===== config.mk =====
export PLATFORM = sky130hd
export DESIGN_NAME = clkdiv_multi
export DESIGN_NICKNAME = d
export VERILOG_FILES = /design/src/rtl/clkdiv_multi.sv
export SDC_FILE = /design/constraint.sdc
export NUM_CORES = 1
export LEC_CHECK = 0
export BUFFER_PORTS_ARGS = -buffer_cell sky130_fd_sc_hd__buf_4
export CAP_MARGIN = 20
export CELL_PAD_IN_SITES_DETAIL_PLACEMENT = 0
export CELL_PAD_IN_SITES_GLOBAL_PLACEMENT = 2
export CORE_AREA = 2 2 170 172
export CTS_BUF_LIST = sky130_fd_sc_hd__clkbuf_2
export DETAILED_ROUTE_END_ITERATION = 12
export DIE_AREA = 0 0 172 174
export PLACE_DENSITY = 0.75
export SLEW_MARGIN = 25
export SYNTH_ARGS = -nofsm -noshare
export SYNTH_HDL_FRONTEND = slang
export SYNTH_SLANG_ARGS = --single-unit

===== constraint.sdc =====
create_clock -name clk -period 3.4 [get_ports clk]
set_input_delay 0.17 -clock clk [delete_from_list [all_inputs] [get_ports clk]]
set_output_delay 0.17 -clock clk [all_outputs]
set_load 0.1 [all_outputs]

===== src/rtl/clkdiv_multi.sv =====
// rtl/clkdiv_multi.sv - multi-channel programmable tick / divided-clock generator
// Each channel ticks every (div+1) clocks; divisor changes take effect at terminal count.
module clkdiv_multi #(
  parameter int NCH = 4,
  parameter int W   = 21
) (
  input  logic             clk,
  input  logic             reset_n,
  input  logic [NCH-1:0]   en,
  input  logic [NCH*W-1:0] div,
  input  logic [NCH-1:0]   mode,
  input  logic             sync,
  output logic [NCH-1:0]   tick,
  output logic [NCH-1:0]   clkout
);

  for (genvar i = 0; i < NCH; i++) begin : g_ch
    logic [W-1:0] cnt;
    logic [W-1:0] shadow;
    logic [W-1:0] div_i;
    logic [W-1:0] lim;
    logic         primed;
    logic         tick_r;
    logic         clkout_r;

    assign div_i = div[i*W +: W];
    // Right after reset the shadow is still zero; use the live divisor for that first period.
    assign lim   = primed ? shadow : div_i;

    always_ff @(posedge clk or negedge reset_n) begin
      if (!reset_n) begin
        cnt      <= '0;
        shadow   <= '0;
        primed   <= 1'b0;
        tick_r   <= 1'b0;
        clkout_r <= 1'b0;
      end else if (!en[i] || sync) begin
        cnt      <= '0;
        shadow   <= div_i;
        primed   <= 1'b1;
        tick_r   <= 1'b0;
        clkout_r <= 1'b0;
      end else if (cnt < lim) begin
        cnt    <= cnt + 1'b1;
        tick_r <= 1'b0;
        if (!primed) begin
          shadow <= div_i;
          primed <= 1'b1;
        end
      end else begin
        cnt      <= '0;
        tick_r   <= 1'b1;
        shadow   <= div_i;
        primed   <= 1'b1;
        clkout_r <= mode[i] ? ~clkout_r : 1'b0;
      end
    end

    assign tick[i]   = tick_r;
    assign clkout[i] = clkout_r;
  end

endmodule


==> flow_summary.json <==
{
  "routedWlPerCell_microns": 14.3,
  "cts.clk_slew.worst_paths_ns": 0.31,
  "hold_depth": 4,
  "die_area_sq_um": 29900,
  "grt_setup_unrepaired": "no",
  "vias_per_cell": 4.74,
  "drive_above_1_share": 0.147,
  "globalplace.congestion": 0.765,
  "hold_violations": 0,
  "gr-total-overflow": 0,
  "ys.flop_type": "dfrtp_1",
  "drc": 0,
  "synthCells": 993,
  "grtUsageTotal": 0.162,
  "vias": 7605,
  "crit_arrival_ns": 3.86,
  "synth-edff-count": 0,
  "htreeDepth": 4,
  "cts_tree": "done",
  "synthToLayoutAreaGrowth_pct": 26.9,
  "drtAntennaViolNets": 0,
  "dp_hpwl_microns": 16000,
  "layout.cells.non_filler": 1606,
  "core_region_area_sq_um": 28200,
  "die_h_microns": 174,
  "cts.sinks": 177,
  "r2r_slack_ns": 0.22,
  "cts_made_buffers": 17,
  "p_leak_uw": 0.00607,
  "r2r_cells": 11,
  "insertion_delay_ns": 0.77,
  "timing.hold.ws_ns": 0.122,
  "fmax_mhz": 315,
  "p_per_area_nw_per_um2": 312,
  "worstMarginPinSlew_ns": 0.543,
  "final_cell_mix": "176 x dfrtp_1, 125 x buf_4, 106 x mux2i_1",
  "min_to": "g_ch[2].shadow[6]$_DFF_PN0_",
  "grt_pass1_vias": 7535,
  "synth_area_per_cell_sq_um": 10.1,
  "fin_crit_ns": 3.18,
  "crit_fanout": 10,
  "start_util": 0.355,
  "layout.nets": 1387,
  "ir_drop_uv": 142,
  "yosysSeqAreaShare": 0.442,
  "timing_worst_setup_path_type": "reg2reg",
  "end_kind": "flip-flop",
  "min_path_type": "in2reg",
  "ys_warn_count": 0,
  "detail_route.first_pass.iterations": 4,
  "finClkSkew_ns": 0.0641,
  "antenna_found_initial": 1,
  "cts_buffer_depth": 2,
  "worstReg2RegEnd": "g_ch[3].tick_r$_DFF_PN0_",
  "port_buffers": 102,
  "cts_root_buf": "clkbuf_2",
  "num_rows": 62,
  "fill_cells": 2778,
  "status": "complete, no violations",
  "multiInputGateArea_sq_um": 5270,
  "async_reset_ff_frac": 1.00,
  "drt-total-wl_microns": 23000,
  "crit_required_ns": 4.08,
  "min_period_over_period": 0.935,
  "io_pins": 103,
  "hp-start": "div[48]",
  "tns_ns": 0,
  "startpoint_type": "flip-flop",
  "drtIter0Drc": 354,
  "grt_max_degree": 118,
  "ys_types": 49,
  "final_common_cell": "dfrtp_1",
  "regArea_sq_um": 4430,
  "placed_cells": 1461,
  "cap_viol_max_count": 0,
  "synth.net_count": 1172,
  "drv_slew": 0,
  "slew_headroom": 0.637,
  "synth_seq_cells": 177,
  "syn-cell-area_sq_um": 10000,
  "die_x_microns": 172,
  "grt_pass1_wl_microns": 38800,
  "finalSetupViolations": 0,
  "r2r_start": "g_ch[3].primed$_DFF_PN0_"
}
power breakdown:
part | total (uW) | internal [uW] | switching [uW] | leakage (uW)
clock network | 1090 | 282 | 805 | 0.000128
logic | 655 | 330 | 325 | 0.00365
registers | 2230 | 2200 | 29.1 | 0.00229
flip-flops by register name, summed over array words and instances (netlist names):
name / count
g_ch.cnt: 84
g_ch.clkout_r: 4
g_ch.tick_r: 4
g_ch.primed: 1
g_ch.shadow: 84
cells in the mapped netlist (3+ instances only):
library cell	number	area, sq um
a211oi_1	4	30.0
a21o_1	6	45.0
a21oi_1	34	170
and2_1	21	131
and3_1	12	75.1
and4_1	9	78.8
buf_2	5	25.0
buf_4	9	67.6
clkbuf_1	28	105
dfrtp_1	177	4430
ha_1	84	1050
inv_1	29	109
mux2_2	5	56.3
mux2i_1	106	1060
nand2_1	86	323
nand2b_1	5	31.3
nand3_1	38	190
nand4_1	24	150
nor2_1	84	315
nor2b_1	11	68.8
nor3_1	9	45.0
nor4_1	3	18.8
o211ai_1	7	52.6
o21ai_0	94	470
or3_1	3	18.8
xnor2_1	28	245
xor2_1	46	403
per-layer routing:
layer / track usage / part of all wire / vias to the layer above
met5: 0 / 0 / -
met4: 0.0410 / 0.0088 / 0
met3: 0.0214 / 0.021 / 13
met2: 0.259 / 0.46 / 93
met1: 0.230 / 0.51 / 3590
li1: - / - / 3909
metrics by stage:
step	cell area, sq um	worst slack, ns	power (uW)	util
final	12700	0.222	3970	0.450
after global routing	12700	0.00364	4220	0.450
after CTS	12600	0.105	4040	0.446
after detailed placement	11300	0.200	2820	0.401
after global placement	11300	0.231	2810	0.401
after floorplan	10000	0.129	2560	-
worst max-delay path, stage by stage (launching register included):
cell and delay (ns):
dfrtp_4 0.55, buf_12 0.16, buf_4 0.13, mux2i_1 0.24
ha_1 0.28, and2_1 0.15, a221o_1 0.31, a221oi_2 0.29
o21ai_1 0.18, nor2_1 0.23, nor3b_1 0.08, dlygate4sd3_1 0.55
worst max-delay path by stage:
| stage | endpoint | cells past startpoint | startpoint | slack, ns |
|---|---|---|---|---|
| floorplan | g_ch[3].shadow[10]$_DFF_PN0_ | 12 | g_ch[3].primed$_DFF_PN0_ | 0.13 |
| global placement | g_ch[1].shadow[0]$_DFF_PN0_ | 9 | g_ch[3].primed$_DFF_PN0_ | 0.23 |
| detailed placement | g_ch[1].shadow[0]$_DFF_PN0_ | 9 | g_ch[3].primed$_DFF_PN0_ | 0.20 |
| CTS | g_ch[3].tick_r$_DFF_PN0_ | 10 | g_ch[3].primed$_DFF_PN0_ | 0.10 |
| global route | g_ch[3].shadow[2]$_DFF_PN0_ | 11 | g_ch[3].primed$_DFF_PN0_ | 0.004 |
| finish | g_ch[3].tick_r$_DFF_PN0_ | 11 | g_ch[3].primed$_DFF_PN0_ | 0.22 |
cell families after synthesis:
family | after synthesis | synth area share
flops | 177 | 0.442
fa+ha+maj | 84 | 0.105
simple gates | 315 | 0.154
xor+xnor | 74 | 0.0647
other cells | 1 | 0.000374
buf+inv | 73 | 0.0329
compound gates | 157 | 0.0878
mux | 112 | 0.113
layout make-up:
class / instances / area share
Timing Repair Buffer: 240 / 0.172
Antenna cell: 1 / 0.000197
Multi-Input combinational cell: 743 / 0.415
Inverter: 29 / 0.00856
Tap cell: 384 / 0.0378
Clock inverter: 13 / 0.00994
Clock buffer: 19 / 0.00748
Sequential cell: 177 / 0.349
what timing repair did:
action / CTS / global route
hold endpoints to repair: 225 / 32
endpoints found under the setup margin: 0 / 16
gates resized for setup: 0 / 3
hold buffers: 104 / 1
buffers inserted: 0 / 6
Note: power is estimated with default switching activity, not from simulation.
